### config.mk
export PLATFORM = sky130hd
export DESIGN_NAME = seq_detect_scheduler_flat
export DESIGN_NICKNAME = d
export VERILOG_FILES = /design/src/rtl/seq_detect_scheduler_if.sv /design/src/rtl/seq_detect_scheduler.sv /design/src/flat_wrapper.sv
export SDC_FILE = /design/constraint.sdc
export NUM_CORES = 1
export LEC_CHECK = 0
export CAP_MARGIN = 20
export CORE_UTILIZATION = 40
export CTS_CLUSTER_DIAMETER = 40
export DETAILED_ROUTE_END_ITERATION = 12
export GPL_TIMING_DRIVEN = 0
export PLACE_DENSITY_LB_ADDON = 0.3
export SYNTH_ARGS = -nofsm -noshare
export SYNTH_HDL_FRONTEND = slang
export SYNTH_SLANG_ARGS = --single-unit
### constraint.sdc
create_clock -name clk -period 3.5 [get_ports clk]
set_clock_uncertainty 0.2 [all_clocks]
set_input_delay 0.7 -clock clk [delete_from_list [all_inputs] [get_ports clk]]
set_output_delay 0.7 -clock clk [all_outputs]
set_load 0.01 [all_outputs]
### src/rtl/seq_detect_scheduler_if.sv
// Requester/match bundle for seq_detect_scheduler. Counter readout signals
// exist only when MATCH_CNT_EN is defined.
interface seq_detect_scheduler_if #(
    parameter int NCH = 4,
    parameter int CW  = 8
);
    localparam int CHW = $clog2(NCH);

    logic [NCH-1:0] req_valid;
    logic [NCH-1:0] req_bit;
    logic [NCH-1:0] req_ready;
    logic [NCH-1:0] chan_clr;
    logic           match_valid;
    logic [CHW-1:0] match_ch;
`ifdef MATCH_CNT_EN
    logic [CHW-1:0] cnt_sel;
    logic [CW-1:0]  cnt_out;
`endif

    modport master (
        output req_valid, req_bit, chan_clr,
`ifdef MATCH_CNT_EN
        output cnt_sel,
        input  cnt_out,
`endif
        input  req_ready, match_valid, match_ch
    );

    modport slave (
        input  req_valid, req_bit, chan_clr,
`ifdef MATCH_CNT_EN
        input  cnt_sel,
        output cnt_out,
`endif
        output req_ready, match_valid, match_ch
    );
endinterface

### src/rtl/seq_detect_scheduler.sv
// Round-robin time-shared 1101 (overlapping) Mealy detector over NCH serial channels.
// Optional per-channel saturating match counters enabled by MATCH_CNT_EN.
//
// state | meaning
// S0    | nothing useful seen
// S1    | suffix "1"
// S2    | suffix "11"
// S3    | suffix "110" (a following 1 is a match)
module seq_detect_scheduler #(
    parameter int NCH = 4,
    parameter int CW  = 8
) (
    input  logic                 clk,
    input  logic                 reset,
    seq_detect_scheduler_if.slave bus
);
    localparam int CHW = $clog2(NCH);

    typedef enum logic [1:0] {
        S0 = 2'b00,
        S1 = 2'b01,
        S2 = 2'b10,
        S3 = 2'b11
    } det_state_e;

    det_state_e     state_q [NCH];
    det_state_e     state_d [NCH];
    logic [CHW-1:0] rr_ptr_q, rr_ptr_d;
    logic           match_valid_q, match_valid_d;
    logic [CHW-1:0] match_ch_q, match_ch_d;

    logic [NCH-1:0] grant;
    logic           grant_any;
    logic [CHW-1:0] grant_idx;
    logic [CHW-1:0] scan_idx;
    det_state_e     cur_state;
    logic           cur_bit;
    logic           hit;

    function automatic det_state_e det_next(input det_state_e s, input logic x);
        det_state_e n;
        n = S0;
        unique case (s)
            S0: n = x ? S1 : S0;
            S1: n = x ? S2 : S0;
            S2: n = x ? S2 : S3;
            S3: n = x ? S1 : S0;
            default: n = S0;
        endcase
        return n;
    endfunction

    // Scan from rr_ptr upward; NCH is a power of two so the index wraps naturally.
    always_comb begin
        grant     = '0;
        grant_any = 1'b0;
        grant_idx = '0;
        scan_idx  = '0;
        for (int k = 0; k < NCH; k++) begin
            scan_idx = rr_ptr_q + CHW'(k);
            if (!reset && !grant_any && bus.req_valid[scan_idx] && !bus.chan_clr[scan_idx]) begin
                grant[scan_idx] = 1'b1;
                grant_any       = 1'b1;
                grant_idx       = scan_idx;
            end
        end
    end

    assign bus.req_ready = grant;

    always_comb begin
        for (int i = 0; i < NCH; i++) begin
            state_d[i] = bus.chan_clr[i] ? S0 : state_q[i];
        end
        rr_ptr_d      = rr_ptr_q;
        match_valid_d = 1'b0;
        match_ch_d    = match_ch_q;
        cur_state     = state_q[grant_idx];
        cur_bit       = bus.req_bit[grant_idx];
        hit           = 1'b0;
        if (grant_any) begin
            state_d[grant_idx] = det_next(cur_state, cur_bit);
            hit                = (cur_state == S3) && cur_bit;
            rr_ptr_d           = grant_idx + CHW'(1);
        end
        if (hit) begin
            match_valid_d = 1'b1;
            match_ch_d    = grant_idx;
        end
    end

    always_ff @(posedge clk) begin
        if (reset) begin
            for (int i = 0; i < NCH; i++) begin
                state_q[i] <= S0;
            end
            rr_ptr_q      <= '0;
            match_valid_q <= 1'b0;
            match_ch_q    <= '0;
        end else begin
            for (int i = 0; i < NCH; i++) begin
                state_q[i] <= state_d[i];
            end
            rr_ptr_q      <= rr_ptr_d;
            match_valid_q <= match_valid_d;
            match_ch_q    <= match_ch_d;
        end
    end

    assign bus.match_valid = match_valid_q;
    assign bus.match_ch    = match_ch_q;

`ifdef MATCH_CNT_EN
    logic [CW-1:0] cnt_q [NCH];
    logic [CW-1:0] cnt_d [NCH];

    always_comb begin
        for (int i = 0; i < NCH; i++) begin
            cnt_d[i] = cnt_q[i];
            if (bus.chan_clr[i]) begin
                cnt_d[i] = '0;
            end else if (hit && (grant_idx == CHW'(i)) && (cnt_q[i] != {CW{1'b1}})) begin
                cnt_d[i] = cnt_q[i] + CW'(1);
            end
        end
    end

    always_ff @(posedge clk) begin
        if (reset) begin
            for (int i = 0; i < NCH; i++) begin
                cnt_q[i] <= '0;
            end
        end else begin
            for (int i = 0; i < NCH; i++) begin
                cnt_q[i] <= cnt_d[i];
            end
        end
    end

    assign bus.cnt_out = cnt_q[bus.cnt_sel];
`endif
endmodule
### src/flat_wrapper.sv
// flat-port wrapper written by rule: the top's interface ports become plain ports
module seq_detect_scheduler_flat 
#(
    parameter int NCH = 4,
    parameter int CW  = 8
)
  (clk, reset, bus_req_valid, bus_req_bit, bus_chan_clr, bus_req_ready, bus_match_valid, bus_match_ch);
  seq_detect_scheduler_if #(.NCH(NCH), .CW(CW)) bus_i ();
  input  logic clk;
  input  logic reset;
  input wire logic [$bits(bus_i.req_valid)-1:0] bus_req_valid;
  input wire logic [$bits(bus_i.req_bit)-1:0] bus_req_bit;
  input wire logic [$bits(bus_i.chan_clr)-1:0] bus_chan_clr;
  output wire logic [$bits(bus_i.req_ready)-1:0] bus_req_ready;
  output wire logic [$bits(bus_i.match_valid)-1:0] bus_match_valid;
  output wire logic [$bits(bus_i.match_ch)-1:0] bus_match_ch;
  assign bus_i.req_valid = bus_req_valid;
  assign bus_i.req_bit = bus_req_bit;
  assign bus_i.chan_clr = bus_chan_clr;
  assign bus_req_ready = bus_i.req_ready;
  assign bus_match_valid = bus_i.match_valid;
  assign bus_match_ch = bus_i.match_ch;
  seq_detect_scheduler #(.NCH(NCH), .CW(CW)) u_core (.clk(clk), .reset(reset), .bus(bus_i));
endmodule
After elaboration in Yosys (flattened, before gate mapping)
Memory sizes are Yosys's and may differ from the RTL's.
Index checks and enable logic that the tools add are counted.
{"block": "word_totals", "regBits": 5, "mem_bits_rw": 8, "inputBits": 14, "out_inout_bits": 7, "mem_count": 1}
{"block": "classes", "n_addsub": 4, "order_cmp": 11, "eq_ne": 3, "mux": 60, "bitwise_logic": 8, "reduce_logical": 27}
{"name": "u_core.state_q", "words": 4, "width": 2, "read_ports": 5, "rd_ports_with_merged_regs": 0, "wr": 4, "line": "seq_detect_scheduler.sv:26", "text": "det_state_e state_q [NCH];"}
{"op": "$mux W2", "count": 15}
{"op": "$mux W1", "count": 24}
{"op": "$bmux W1 S2", "count": 9}
{"op": "$logic_and A1 B1 Y1", "count": 17}
{"op": "$mux W4", "count": 4}
{"op": "$lt A2 B3 Y1 const B", "count": 5}
{"op": "$or A4 B4 Y4", "count": 3}
{"op": "$bwmux W8", "count": 1}
{"op": "$demux W1 S2", "count": 4}
{"op": "$ge A2 B1 Y1 const B", "count": 4}
{"op": "$logic_not A1 Y1", "count": 8}
{"op": "$mux W8", "count": 1}
{"op": "$pmux W2 S3", "count": 1}
{"op": "$add A2 B1 Y2 const B", "count": 2}
{"op": "$add A2 B2 Y2 const B", "count": 2}
{"op": "$demux W2 S2", "count": 1}
{"op": "$eq A2 B2 Y1 const B", "count": 2}
{"op": "$or A1 B1 Y1", "count": 4}
{"op": "$ge A3 B3 Y1 const B", "count": 1}
{"op": "$lt A3 B1 Y1 const B", "count": 1}
{"op": "$not A2 Y3", "count": 1}
{"op": "$eq A2 B1 Y1 const B", "count": 1}
{"op": "$logic_not A2 Y1", "count": 1}
{"op": "$reduce_or A2 Y1", "count": 1}

Longest topological paths before layout
Gate-level depths: netlist (run 1).
{"block": "logic_depth", "depth_word": 28, "mapped_depth": 16, "mapped_depth_nobuf": 13}

Least setup slack after synthesis (run 1)
No wires, ideal clock.
{"block": "synth_path", "path_type": "input to register", "from": "input port bus_chan_clr[2]", "to": "memory u_core.state_q[0][0] (netlist name)", "t_arrival_ps": 3241, "setup_slack_ps": -27, "stages": 12, "cell_sequence": "nand2b_2 mux4_2 and4_1 o31a_2 buf_6 mux2i_1 mux2_4 inv_1 ha_1 o2111ai_1 a31oi_1 a211oi_1"}
{"item": "start, declared", "line": "flat_wrapper.sv:13", "text": "input wire logic [$bits(bus_i.chan_clr)-1:0] bus_chan_clr;"}
{"item": "end, declared", "line": "seq_detect_scheduler.sv:26"}

Worst setup path in the final report (run 1)
{"block": "layout_path", "from": "input port bus_chan_clr[2]", "to": "register u_core.match_ch_q[1] (netlist: u_core.bus.match_ch[1])"}
{"block": "layout_via", "elab_chain_cells": 24}
{"item": "$bmux W1 S2", "line": "seq_detect_scheduler.sv:61", "text": "if (!reset && !grant_any && bus.req_valid[scan_idx] && !bus.chan_clr[scan_idx]) begin"}
{"item": "$mux W1 (not written as such)", "line": "seq_detect_scheduler.sv:61"}
{"item": "$logic_not A1 Y1", "line": "seq_detect_scheduler.sv:61"}
{"item": "$logic_and A1 B1 Y1", "line": "seq_detect_scheduler.sv:61"}
{"item": "$mux W1", "line": "seq_detect_scheduler.sv:61"}
{"item": "$logic_not A1 Y1", "line": "seq_detect_scheduler.sv:61"}
{"item": "$logic_and A1 B1 Y1 (3 in a row)", "line": "seq_detect_scheduler.sv:61"}
{"item": "$mux W1", "line": "seq_detect_scheduler.sv:61"}
{"item": "(+4 left out)"}
{"item": "$mux W1", "line": "seq_detect_scheduler.sv:61"}
{"item": "$logic_not A1 Y1", "line": "seq_detect_scheduler.sv:61"}
{"item": "$logic_and A1 B1 Y1 (3 in a row)", "line": "seq_detect_scheduler.sv:61"}
{"item": "$mux W2", "line": "seq_detect_scheduler.sv:61"}
{"item": "$mem_v2 Z4 W2 or $bmux W1 S2 (tied branches)"}
{"item": "$eq A2 B2 Y1 or $mux W1 (tied branches)", "line": "seq_detect_scheduler.sv:83, seq_detect_scheduler.sv:79"}
{"item": "$logic_and A1 B1 Y1", "line": "seq_detect_scheduler.sv:83", "text": "hit = (cur_state == S3) && cur_bit;"}
{"item": "$mux W1", "line": "seq_detect_scheduler.sv:81", "text": "if (grant_any) begin"}
{"item": "end signal, assigned", "line": "seq_detect_scheduler.sv:106", "text": "match_ch_q <= match_ch_d;"}
{"item": "end, declared", "line": "seq_detect_scheduler.sv:30", "text": "logic [CHW-1:0] match_ch_q, match_ch_d;"}
Parallel ways exist; a longest one is shown, timed or not. The select of a mux whose other input is x is not followed.
A chain may end at the register's enable or synchronous reset.

==> flow_summary_export.csv, run 1 <==
group,metric,value,unit
worst_setup_path,start_kind,"primary input",
global_routing,grt_max_degree,11,
synthesis,yosys-top-cells-count,"nand2_1 (14), dfxtp_1 (13), nor2_1 (12)",
synthesis,synth_edf_count,0,
global_routing,grtUsageTotal,22.91,%
min_path,min_delay_path_depth,2,
finish,nNetsFinal,216,
sta,slew-limit-headroom,34.06,%
finish,n_fill_cell,231,
placed_design,pre_cts_ws,-0.8200,ns
worst_setup_path,critPathSlowestCell,"or4_4",
route,firstDrtPassIters,8,
clock_network,clockBufferDepth,2,
floorplanning,rows,19,
worst_setup_path,crit_path_frequent_cell,"buf_6",
placed_design,dpl-instance-area,1486,sq um
route,drc_errors,2,
worst_setup_path,path_buf_inv,5,
sta,fin_crit,3.442,ns
floorplanning,core,2829,sq um
route,viasPerCell,5.960,
finish,drive_above_1_share,44.85,%
worst_setup_path,max_stage_delay,0.51,ns
power,p_leak,0.8323,nW
power,power_density,333.2,nW/um^2
worst_setup_path,cp_num_cells,16,
placed_design,place_hpwl,2279,um
synthesis,yosys-top-cells-area,"dfxtp_1 (21%), mux2i_1 (7.3%), ha_1 (7.1%)",
outcome,status,"finished with violations",
synthesis,synth_top_area_share,21.07,%
global_routing,globalRoute.totalOverflow,0,
floorplanning,io_pins,21,
global_routing,grt_pass1_vias,1294,
worst_setup_path,worst_setup_path_end_kind,"flop",
route,finalWirelength,3625,um
clock_network,cts_tree,"done",
route,ant_nets,0,
outcome,violations,"design-rule violations",
worst_setup_path,r2r_slack,0.07,ns
clock_network,root_buffer,"clkbuf_4",
clock_network,cts.htree.levels,1,
floorplanning,die_area,3314,sq um
clock_network,clkTransAtPathRegs,0.08,ns
worst_setup_path,worstPathMaxFanout,6,
clock_network,cts.sinks,13,
clock_network,cts_buffers,3,
placed_design,io_buffers,20,
synthesis,syn_inst,144,
synthesis,syn_avg_cell_area,8.576,sq um
finish,area_delta_synth_final,52.89,%
route,vias,1341,
synthesis,ys_ff_latch,13,
synthesis,synth_top_cell_by_area,"dfxtp_1",
floorplanning,initial_core_util,43.65,%
sta,setup_violations,0,
global_routing,grt_first_pass_wirelength,5878,um
worst_setup_path,crit_type,"primary input to flop",
synthesis,ys_seq_area_share,21.07,%
sta,final.setup.worst_slack,0.05843,ns
placed_design,place.gp.congestion,0.8384,
sta,fin_crit_sh,98.33,%
clock_network,insertion_delay,0.29,ns
finish,design_area,1888,sq um
global_routing,antenna_found_initial,0,
sta,fmax,290.6,MHz
clock_network,cts_hold_buf,0,
flow_run,max_cap_viol_count,0,
sta,slew_violations,0,
synthesis,synth-async-reset-ratio,0,%
route,routedWlPerCell,16.11,um
synthesis,post_synth_num_cell_types,43,
worst_setup_path,worstPathCellList,"buf_6 -> nand2b_4 -> buf_6 -> buf_6 -> nor3_4 -> nor3_4 -> or4_4 -> o31a_4 -> buf_6 -> mux2i_1 -> mux2_4 -> inv_4 -> ha_4 -> nand2_4 -> or3_4 -> a21oi_2",
worst_setup_path,cp_data_required_time,3.52,ns
sta,finalHoldViolations,0,
synthesis,synth.most_common_cell,"nand2_1",
worst_setup_path,critPathTopFamily,"simple AND/OR/NAND/NOR gates",
worst_setup_path,cp.arrival,3.47,ns
min_path,min_path_type,"flop to flop",
synthesis,syn_area,1235,sq um
floorplanning,die_w,57.57,um
power,vdd_ir_drop_max,0.2836,mV
synthesis,syn_nets,165,
synthesis,synth-main-ff-cell,"dfxtp_1",
route,drtIter0Drc,147,
sta,worst_pin_slew,0.9845,ns
finish,n_antenna_cell,0,
floorplanning,die_y,57.57,um
worst_setup_path,reg2reg_depth,16,
synthesis,ys_warn_count,0,
-- stage by stage --
stage                     setup TNS (ns)  cells  util [%]  hold slack (ns)  total power (W)
final                                  0    225     66.74           0.2987        0.0006290
after floorplan                        0    144         -           0.2554        0.0003501
after CTS                       -0.08956    214     60.06           0.2943        0.0005530
after global routing           -0.009518    225     66.74           0.3227        0.0006606
after detailed placement          -9.843    195     52.54           0.2787        0.0004160
after global placement            -8.961    195     52.54           0.2731        0.0004084
-- cells by family after synthesis --
kind of cell / synth area share, %
compound gates: 22.80
simple gates: 27.05
flops: 21.07
fa+ha+maj: 7.092
mux: 16.01
buf+inv: 5.978
-- timing repair --
action                                  CTS  global route
gates resized for setup                  47            42
gates cloned                              0             0
pin swaps                                10             9
endpoints found under the setup margin   15            13
setup buffers                            16            11
-- report_power, final --
part	internal, W	switching [W]	total [W]
registers	0.000158	0.00000744	0.000165
clock network	0.0000444	0.0000559	0.000100
logic	0.000182	0.000182	0.000364
-- final timing paths --
| check | startpoint | endpoint |
|---|---|---|
| worst max register to register | u_core.rr_ptr_q[0] | u_core.bus.match_ch[1] |
| worst max-delay path | bus_chan_clr[2] | u_core.bus.match_ch[1] |
| worst min-delay path | u_core.bus.match_ch[1] | u_core.bus.match_ch[1] |
| worst min register to register | u_core.bus.match_ch[1] | u_core.bus.match_ch[1] |
-- cell usage in the layout, fill, tap and decap left out, types with 2 or more instances in the layout --
| cell type | Yosys | routed |
|---|---|---|
| buf_4 | 0 | 22 |
| nand2_1 | 14 | 13 |
| nor2_1 | 12 | 11 |
| dfxtp_1 | 13 | 11 |
| a21oi_1 | 11 | 9 |
| buf_6 | 3 | 8 |
| mux2i_1 | 9 | 7 |
| clkdlybuf4s50_1 | 0 | 7 |
| nand2b_1 | 9 | 6 |
| nand2b_4 | 1 | 5 |
| ha_1 | 7 | 5 |
| dlygate4sd2_1 | 0 | 5 |
| clkbuf_2 | 0 | 4 |
| nor3_4 | 0 | 4 |
| a31oi_1 | 4 | 4 |
| a222oi_1 | 4 | 4 |
| clkbuf_4 | 0 | 4 |
| mux4_2 | 3 | 3 |
| nor3_1 | 7 | 3 |
| inv_1 | 6 | 3 |
| a211oi_1 | 3 | 3 |
| a221oi_2 | 3 | 3 |
| buf_2 | 0 | 3 |
| inv_2 | 0 | 2 |
| and2b_1 | 2 | 2 |
| nor2b_4 | 0 | 2 |
| nor2_2 | 1 | 2 |
| or4_4 | 1 | 2 |
| o21ai_0 | 2 | 2 |
| mux2i_4 | 0 | 2 |
| clkbuf_1 | 3 | 2 |
| nand3_1 | 2 | 2 |
| a221oi_1 | 2 | 2 |
| or3_4 | 1 | 2 |
| ha_4 | 0 | 2 |
-- state kept, by name, indices dropped and copies added (netlist names) --
register / flops
u_core.state_q: 8
u_core.bus.match_ch: 2
u_core.rr_ptr_q: 2
u_core.bus.match_valid: 1
-- area by class of cell --
type / count / area [sq um] / share of cell area (%)
Multi-Input combinational cell: 118 / 1091 / 57.79
Timing Repair Buffer: 47 / 384.1 / 20.34
Sequential cell: 13 / 265.3 / 14.05
Buffer: 5 / 46.29 / 2.452
Tap cell: 31 / 38.79 / 2.054
Inverter: 7 / 36.28 / 1.922
Clock buffer: 4 / 26.28 / 1.392
-- routing by layer --
metal	GRT usage, %	wire (um)	up-vias
li1	-	-	646
met5	0	0	-
met3	2.948	190	11
met1	28.53	1483	632
met4	8.362	105	0
met2	40.20	1846	52
-- tightest hold or removal path, stage by stage (launching register included) --
cell,delay [ns]
dfxtp_1,0.32
o21ai_0,0.09
a21oi_2,0.06
(Power assumes the default switching activity.)
==> run 2: changes to the inputs <==
==> constraint.sdc (replaced) <==
create_clock -name clk -period 3.5 [get_ports clk]
set_clock_uncertainty 0.2 [all_clocks]
set_input_delay 0.35 -clock clk [delete_from_list [all_inputs] [get_ports clk]]
set_output_delay 0.35 -clock clk [all_outputs]
set_load 0.01 [all_outputs]
==> flow_summary_export.csv, run 2 (same netlist as run 1, synthesis figures left out) <==
group,metric,value,unit
sta,slew-limit-headroom,42.68,%
finish,largest_reg_flops,8,
clock_network,cts_buffers,3,
worst_setup_path,worst_setup_path_end_kind,"flop",
global_routing,globalRoute.totalOverflow,0,
power,p_leak,0.8031,nW
global_routing,grt_pass1_vias,1128,
flow_run,max_cap_viol_count,0,
worst_setup_path,r2r-start,"u_core.rr_ptr_q[1]",
worst_setup_path,cp.arrival,3.43,ns
finish,n_antenna_cell,0,
finish,regMostFlops,"u_core.state_q",
worst_setup_path,cp_data_required_time,3.50,ns
route,firstDrtPassIters,9,
worst_setup_path,worstPathMaxFanout,6,
route,viasPerCell,5.922,
min_path,min_path_type,"primary input to flop",
worst_setup_path,cp-startpoint,"u_core.rr_ptr_q[1]",
floorplanning,die_area,3314,sq um
sta,finalHoldViolations,0,
global_routing,antenna_found_initial,0,
sta,fmax,291.3,MHz
floorplanning,die_y,57.57,um
power,power_density,338.7,nW/um^2
route,drc_errors,3,
sta,fin_crit_sh,98.10,%
route,drtIter0Drc,87,
floorplanning,io_pins,21,
finish,area_delta_synth_final,46.61,%
finish,nNetsFinal,210,
finish,n_fill_cell,246,
finish,drive_above_1_share,35.11,%
sta,slew_violations,0,
floorplanning,rows,19,
placed_design,place_hpwl,2172,um
finish,final_common_cell,"buf_4",
floorplanning,initial_core_util,43.65,%
clock_network,cts.sinks,13,
outcome,violations,"design-rule violations",
sta,setup_violations,0,
finish,final_cell_mix,"buf_4 (19), nand2_1 (13), clkdlybuf4s50_1 (13), nor2_1 (12), dfxtp_1 (11)",
clock_network,cts.htree.levels,1,
clock_network,root_buffer,"clkbuf_4",
placed_design,dpl-instance-area,1475,sq um
power,vdd_ir_drop_max,0.2574,mV
min_path,worstHoldStart,"bus_chan_clr[3]",
global_routing,grt_first_pass_wirelength,4919,um
sta,fin_crit,3.433,ns
finish,design_area,1810,sq um
placed_design,io_buffers,20,
sta,final.setup.worst_slack,0.06665,ns
clock_network,cts_tree,"done",
worst_setup_path,start_kind,"flop",
worst_setup_path,max_stage_delay,0.41,ns
worst_setup_path,critPathSlowestCell,"or3_4",
placed_design,pre_cts_ws,-0.4323,ns
worst_setup_path,crit_type,"flop to flop",
worst_setup_path,worstPathCellList,"clkinvlp_4 -> ha_4 -> buf_6 -> a21oi_2 -> o32ai_1 -> a21oi_1 -> o31a_4 -> buf_8 -> mux2i_1 -> mux2_4 -> buf_4 -> or3_4 -> a311oi_2",
outcome,status,"finished with violations",
global_routing,grtUsageTotal,19.07,%
clock_network,clkTransAtPathRegs,0.08,ns
route,vias,1297,
clock_network,insertion_delay,0.28,ns
sta,worst_pin_slew,0.8558,ns
sta,tns,0,ns
placed_design,place.gp.congestion,0.8639,
route,ant_nets,0,
route,finalWirelength,3383,um
clock_network,clockBufferDepth,2,
floorplanning,core,2829,sq um
global_routing,grt_max_degree,11,
route,routedWlPerCell,15.45,um
floorplanning,die_w,57.57,um
power,finalPower,0.0006132,W
[run 2: layout make-up]
cell class / count / area [sq um] / area share [%]
multi-input cells: 118 / 1022 / 56.46
repair buffers: 41 / 380.4 / 21.01
flip-flops and latches: 13 / 265.3 / 14.65
plain buffers: 5 / 45.04 / 2.488
well taps: 31 / 38.79 / 2.142
inverters: 7 / 32.53 / 1.797
clock buffers: 4 / 26.28 / 1.451
[run 2: where the power goes]
part	total [W]	switching, W	internal, W
clock network	0.0000986	0.0000543	0.0000443
logic	0.000350	0.000167	0.000183
registers	0.000165	0.00000689	0.000158
[run 2: worst paths after layout]
kind	endpoint	slack (ns)	depth (start not counted)
min	u_core.state_q[3][0]	0.29	4
max	u_core.state_q[3][1]	0.07	13
min reg2reg	u_core.state_q[1][0]	0.30	2
max reg2reg	u_core.state_q[3][1]	0.07	13
[run 2: per-layer routing]
metal  up-vias  track usage, %  share of wire [%]
met5         -               0                  0
met4         0           7.317                1.8
met3         9           2.041                4.5
met2        41           33.72                 52
met1       615           23.61                 42
li1        632               -                  -
[run 2: stage by stage]
step | utilization (%) | hold WS, ns | std cells
2_1_floorplan | - | 0.2554 | 144
3_3_place_gp | 52.15 | 0.2679 | 195
3_5_place_dp | 52.15 | 0.2803 | 195
4_1_cts | 54.84 | 0.2966 | 199
5_1_grt | 64.00 | 0.3078 | 219
6_report | 64.00 | 0.2853 | 219
[run 2: worst max-delay path, delay by kind of cell, from the launching register on]
kind	cells	cell delay [ns]
compound gates	5	1.07
fa+ha+maj	1	0.32
buf+inv	4	0.52
flops	1	0.39
mux	2	0.42
simple gates	1	0.41
[run 2: repair_timing]
action | in CTS | in global routing
setup endpoints to repair | 11 | 10
resized for setup | 15 | 26
setup buffers | 1 | 20
pin swaps | 2 | 6
hold buffers | 0 | 0
==> run 3: changes to the inputs <==
--- a/config.mk
+++ b/config.mk
@@ -10,7 +10,7 @@
 export CTS_CLUSTER_DIAMETER = 40
 export DETAILED_ROUTE_END_ITERATION = 12
 export GPL_TIMING_DRIVEN = 0
-export PLACE_DENSITY_LB_ADDON = 0.3
+export PLACE_DENSITY = 0.7
 export SYNTH_ARGS = -nofsm -noshare
 export SYNTH_HDL_FRONTEND = slang
 export SYNTH_SLANG_ARGS = --single-unit
==> constraint.sdc (replaced) <==
create_clock -name clk -period 3.5 [get_ports clk]
set_clock_uncertainty 0.2 [all_clocks]
set_input_delay 0.7 -clock clk [delete_from_list [all_inputs] [get_ports clk]]
set_output_delay 0.7 -clock clk [all_outputs]
set_load 0.01 [all_outputs]
==> flow_summary_export.csv, run 3 (same netlist as run 1, synthesis figures left out) <==
group,metric,value,unit
outcome,status,"finished with violations",
outcome,violations,"design-rule violations",
placed_design,pre_cts_ws,-0.7674,ns
clock_network,root_buffer,"clkbuf_4",
min_path,min_path_type,"flop to flop",
route,finalWirelength,3390,um
finish,design_area,1777,sq um
route,vias,1278,
finish,final_cell_mix,"nand2_1 (14), buf_4 (13), nor2_1 (11), dfxtp_1 (11), a21oi_1 (10)",
clock_network,cts.htree.levels,1,
floorplanning,core,2829,sq um
min_path,min_delay_path_depth,2,
finish,nNetsFinal,202,
floorplanning,io_pins,21,
sta,slew-limit-headroom,45.70,%
finish,utilization,62.80,%
finish,drive_above_1_share,40.00,%
global_routing,globalRoute.totalOverflow,0,
clock_network,cts.sinks,13,
placed_design,dpl-instance-area,1486,sq um
worst_setup_path,reg2reg_depth,12,
placed_design,place.gp.congestion,0.8391,
worst_setup_path,max_stage_delay,0.48,ns
sta,worst_pin_slew,0.8107,ns
finish,area_delta_synth_final,43.87,%
global_routing,grt_pass1_vias,1167,
floorplanning,initial_core_util,43.65,%
placed_design,place_hpwl,2267,um
worst_setup_path,worstPathMaxFanout,8,
global_routing,grt_max_degree,11,
floorplanning,die_w,57.57,um
clock_network,cts_buffers,3,
route,drtIter0Drc,61,
clock_network,cts_hold_buf,0,
worst_setup_path,worst_setup_path_end_kind,"flop",
sta,final.setup.worst_slack,0.1168,ns
global_routing,antenna_found_initial,0,
sta,fmax,295.6,MHz
worst_setup_path,crit_type,"primary input to flop",
finish,final_common_cell,"nand2_1",
clock_network,cts_tree,"done",
worst_setup_path,cp_data_required_time,3.46,ns
clock_network,clockBufferDepth,2,
sta,finalHoldViolations,0,
route,routedWlPerCell,16.07,um
route,firstDrtPassIters,10,
global_routing,grt_first_pass_wirelength,5244,um
floorplanning,die_y,57.57,um
flow_run,max_cap_viol_count,0,
sta,fin_crit_sh,96.66,%
placed_design,io_buffers,20,
worst_setup_path,worstPathCellList,"dlygate4sd2_1 -> nor2b_4 -> nor2_1 -> mux4_2 -> a21oi_1 -> o31a_4 -> mux2i_1 -> mux2i_4 -> ha_4 -> o2111ai_2 -> a31oi_1 -> a211oi_1",
finish,regMostFlops,"u_core.state_q",
finish,largest_reg_flops,8,
route,ant_nets,0,
worst_setup_path,start_kind,"primary input",
floorplanning,rows,19,
sta,slew_violations,0,
sta,setup_violations,0,
clock_network,insertion_delay,0.29,ns
finish,n_antenna_cell,0,
route,viasPerCell,6.057,
floorplanning,die_area,3314,sq um
route,drc_errors,2,
worst_setup_path,critPathSlowestCell,"mux4_2",
worst_setup_path,path_buf_inv,1,
worst_setup_path,cp.arrival,3.34,ns
power,vdd_ir_drop_max,0.2230,mV
finish,n_fill_cell,242,
clock_network,clkTransAtPathRegs,0.09,ns
sta,fin_crit,3.383,ns
power,power_density,335.0,nW/um^2
worst_setup_path,cp_num_cells,12,
global_routing,grtUsageTotal,20.39,%
power,p_leak,0.7746,nW
worst_setup_path,critPathTopFamily,"multiplexers",
[run 3: cell type report]
| cell class | count | area, sq um | share of cell area (%) |
|---|---|---|---|
| plain buffers | 4 | 35.03 | 1.972 |
| clock buffers | 3 | 22.52 | 1.268 |
| clock inverters | 1 | 5.005 | 0.2817 |
| inverters | 7 | 37.54 | 2.113 |
| multi-input cells | 118 | 1097 | 61.76 |
| flip-flops and latches | 13 | 265.3 | 14.93 |
| well taps | 31 | 38.79 | 2.183 |
| repair buffers | 34 | 275.3 | 15.49 |
[run 3: stage by stage]
stage | power (W) | hold slack, ns | std cells | setup TNS, ns
4_1_cts | 0.0005479 | 0.2854 | 203 | 0
3_3_place_gp | 0.0004093 | 0.2679 | 195 | -8.935
6_report | 0.0005952 | 0.2874 | 211 | 0
2_1_floorplan | 0.0003501 | 0.2554 | 144 | 0
3_5_place_dp | 0.0004165 | 0.2679 | 195 | -9.013
5_1_grt | 0.0006307 | 0.3183 | 211 | -0.01841
[run 3: worst reg2reg max path: stages (launching register included)]
cell and delay [ns]:
dfxtp_2 0.35, buf_8 0.11, buf_4 0.17, nor2_2 0.07, or4_4 0.55, or4_4 0.43
o31a_4 0.18, mux2i_1 0.27, mux2i_4 0.17, ha_4 0.31, o2111ai_2 0.11, a31oi_1 0.20
a211oi_1 0.07
[run 3: routing by layer]
layer / up-vias / wire length [um] / global-route usage [%]
met3: 6 / 159 / 2.041
met4: 0 / 52 / 8.362
li1: 623 / - / -
met1: 605 / 1359 / 24.75
met2: 44 / 1819 / 36.54
met5: - / 0 / 0
[run 3: worst paths after layout]
kind / startpoint / end / slack [ns]
min: u_core.bus.match_ch[1] / u_core.bus.match_ch[1] / 0.29
min reg2reg: u_core.bus.match_ch[1] / u_core.bus.match_ch[1] / 0.29
max: bus_req_valid[1] / u_core.state_q[0][0] / 0.12
max reg2reg: u_core.rr_ptr_q[0] / u_core.state_q[0][0] / 0.18
[run 3: repair_timing]
| action | 4_1_cts | 5_1_grt |
|---|---|---|
| setup buffers | 5 | 10 |
| pin swaps | 6 | 8 |
| gates cloned | 0 | 0 |
| resized for setup | 43 | 34 |
| endpoints found under the setup margin | 15 | 10 |
[run 3: where the power goes]
part / internal [W] / switching, W
logic: 0.000158 / 0.000174
clock network: 0.0000425 / 0.0000553
registers: 0.000158 / 0.00000732
==> RTL edit: new RTL, flow settings as in run 3 <==
`NCH` is set to 4 in 3 places; all go to 16.
--- a/src/rtl/seq_detect_scheduler_if.sv
+++ b/src/rtl/seq_detect_scheduler_if.sv
@@ -1,7 +1,7 @@
 // Requester/match bundle for seq_detect_scheduler. Counter readout signals
 // exist only when MATCH_CNT_EN is defined.
 interface seq_detect_scheduler_if #(
-    parameter int NCH = 4,
+    parameter int NCH = 16,
     parameter int CW  = 8
 );
     localparam int CHW = $clog2(NCH);
--- a/src/rtl/seq_detect_scheduler.sv
+++ b/src/rtl/seq_detect_scheduler.sv
@@ -7,7 +7,7 @@
 // S2    | suffix "11"
 // S3    | suffix "110" (a following 1 is a match)
 module seq_detect_scheduler #(
-    parameter int NCH = 4,
+    parameter int NCH = 16,
     parameter int CW  = 8
 ) (
     input  logic                 clk,
--- a/src/flat_wrapper.sv
+++ b/src/flat_wrapper.sv
@@ -1,7 +1,7 @@
 // flat-port wrapper written by rule: the top's interface ports become plain ports
 module seq_detect_scheduler_flat 
 #(
-    parameter int NCH = 4,
+    parameter int NCH = 16,
     parameter int CW  = 8
 )
   (clk, reset, bus_req_valid, bus_req_bit, bus_chan_clr, bus_req_ready, bus_match_valid, bus_match_ch);
Interface: changed (5 resized); port bits go from 21 to 71. The function was not compared with the original's and may differ.
==> RTL edit against run 3 <==
Routed wire length rose to 7.9 times the old value; critical path depth up 15; the flow finishes with violations (negative setup slack); sequential cell count increased by 28; register-to-register slack got worse by 2900 ps; synthesized area grew to 5.0 times the old value; cell area grew to 5.2 times the old value; critical endpoint is now u_core.state_q[8][0]; highest routed layer unchanged; first-iteration DRC count increased to 17 times the old value; setup slack lost 2800 ps; fmax shrank 46%.
Power is not shown: default switching activity piles up to over one toggle a cycle in this logic, so the estimate is an artifact.
==> RTL edit: results (changes against run 3) <==
----------------------------------------------------
[Worst setup path]
  Family with the most delay on the worst path ... simple AND/OR/NAND/NOR gates (was multiplexers)
  Endpoint arrival time on the critical path ... 6220 ps (was 3340 ps)
  Crit-path slowest cell ... sky130_fd_sc_hd__or4_4 (was sky130_fd_sc_hd__mux4_2)
  Capture point of the worst reg-to-reg path ... u_core.state_q[8][0] (was u_core.state_q[0][0])
  Worst-path fanout max ... 7 (was 8)

[Logic synthesis]
  Synthesized net count ... 880 (was 165)
  Top cells by instance count after synthesis ... 106 x sky130_fd_sc_hd__nand2_1, 70 x sky130_fd_sc_hd__nor2_1, 51 x sky130_fd_sc_hd__nand2b_1 (was 14 x sky130_fd_sc_hd__nand2_1, 13 x sky130_fd_sc_hd__dfxtp_1, 12 x sky130_fd_sc_hd__nor2_1)
  Ranking of synthesized cells by area ... sky130_fd_sc_hd__dfxtp_1 13%, sky130_fd_sc_hd__mux4_2 7.3%, sky130_fd_sc_hd__mux2i_1 7.0%, sky130_fd_sc_hd__nand2_1 6.4%, sky130_fd_sc_hd__nand2b_1 5.2% (was sky130_fd_sc_hd__dfxtp_1 21%, sky130_fd_sc_hd__mux2i_1 7.3%, sky130_fd_sc_hd__ha_1 7.1%, sky130_fd_sc_hd__mux4_2 5.5%, sky130_fd_sc_hd__nand2b_1 4.6%)

[Run status]
  Failing checks ... negative setup slack (was design-rule violations)
  Run status ... complete, but fails checks (unchanged)

[Global routing]
  Via count of the first global-routing pass ... 7326 (was 1167)
  First-pass GRT wire length ... 39900 um (was 5240 um)

[Timing]
  Setup WS post-layout ... -2720 ps (was 117 ps)
  Max transition margin ... 41.6% (was 45.7%)
  Minimum hold slack ... 297 ps (was 287 ps)
  Final setup violation count ... 57 (was 0)

[Hold path]
  Destination of the worst hold path ... u_core.state_q[13][0] (was u_core.bus.match_ch[1])
  HP Start ... u_core.state_q[13][0] (was u_core.bus.match_ch[1])

[Route]
  Aggregate routed wire length ... 26800 um (was 3390 um)
  Ratio of routed vias to standard cells ... 6.80 (was 6.06)
  Number of DRC markers in iteration 0 ... 1053 (was 61)
  DRT Pass-1 Iters ... 7 (was 10)

[Final layout]
  Filler cell count in the final layout ... 1232 (was 242)
  Layout net count ... 1043 (was 202)

[Placed design]
  RePlAce Congestion ... 0.996 (was 0.839)
  DP HPWL ... 18400 um (was 2270 um)

[CTS]
  CTS clock-pin slew for the worst setup and hold paths ... 60 ps (was 90 ps)
  CTS H-Tree Depth ... 2 (was 1)

----------------------------------------------------
RTL edit: cell types whose count changed after synthesis, sizes merged, moves of 17 or more:
cell,change
buf,+19
dfxtp,+28
clkbuf,+34
mux4,+17
nand2b,+40
a221oi,+35
o21ai,+46
nor2,+57
nand2,+94
mux2i,+33
a21oi,+29
nand3,+18
nor2b,+20
RTL edit: logic make-up (layout without fill, tap and decap cells):
kind of cell             count (synthesis)  count (layout)  share of synthesized area, %
buffers and inverters                   74             238                          5.43
XOR/XNOR                                17              17                          2.41
AND/OR/NAND/NOR                        341             341                          28.2
adder cells (fa/ha/maj)                 18              18                          3.65
flip-flops                              41              41                          13.3
AO/OA/AOI/OAI                          250             250                          31.3
multiplexers                            71              71                          15.7
RTL edit: how the worst max path moves through the flow:
stage,from,end,slack [ps],cells past startpoint
finish,u_core.rr_ptr_q[0],u_core.state_q[8][0],-2720,27
detailed placement,u_core.rr_ptr_q[0],u_core.state_q[15][0],-3910,23
global placement,bus_chan_clr[4],u_core.state_q[15][0],-3890,19
global route,u_core.rr_ptr_q[0],u_core.state_q[8][0],-2820,27
CTS,u_core.rr_ptr_q[0],u_core.state_q[15][0],-2500,28
floorplan,u_core.rr_ptr_q[0],u_core.state_q[10][0],-2490,28
RTL edit: final cells by class:
cell class                 instances  area, um^2  share of cell area, %
timing repair buffer             161        1410                   15.3
clock buffer                       6         139                   1.51
clock inverter                     2        37.5                  0.409
buffer                            54         488                   5.32
multi-input combinational        697        5950                   64.9
inverter                          15        85.1                  0.927
tap                              188         235                   2.56
sequential                        41         832                   9.07
RTL edit: what timing repair did:
item                       CTS  global route
pin swaps                   32            28
buffers inserted            62            27
gates cloned                 1             1
resized for setup          203            83
setup endpoints to repair   57            57
RTL edit: per-stage QoR:
step | area [um^2] | instances | utilization [%] | TNS [ps] | setup slack (ps)
after global routing | 9180 | 1164 | 60.6 | -137510 | -2820
after floorplan | 6620 | 812 | - | -111240 | -2490
after CTS | 8650 | 1138 | 57.1 | -126820 | -2500
final | 9180 | 1164 | 60.6 | -131000 | -2720
after global placement | 7540 | 1069 | 49.8 | -186980 | -3890
after detailed placement | 7560 | 1070 | 49.9 | -185620 | -3910
RTL edit: layer usage:
layer | part of all wire (%) | global-route usage (%) | vias to the layer above
met1 | 38 | 40.3 | 3762
met4 | 5.7 | 16.4 | 0
met2 | 46 | 52.7 | 592
li1 | - | - | 3434
met3 | 10 | 4.97 | 129
met5 | 0 | 0 | -
RTL edit: tightest hold or removal path, stage by stage, from the launching register on:
cell                       delay [ps]
sky130_fd_sc_hd__dfxtp_1          310
sky130_fd_sc_hd__nand2b_1          80
sky130_fd_sc_hd__a221oi_2          60
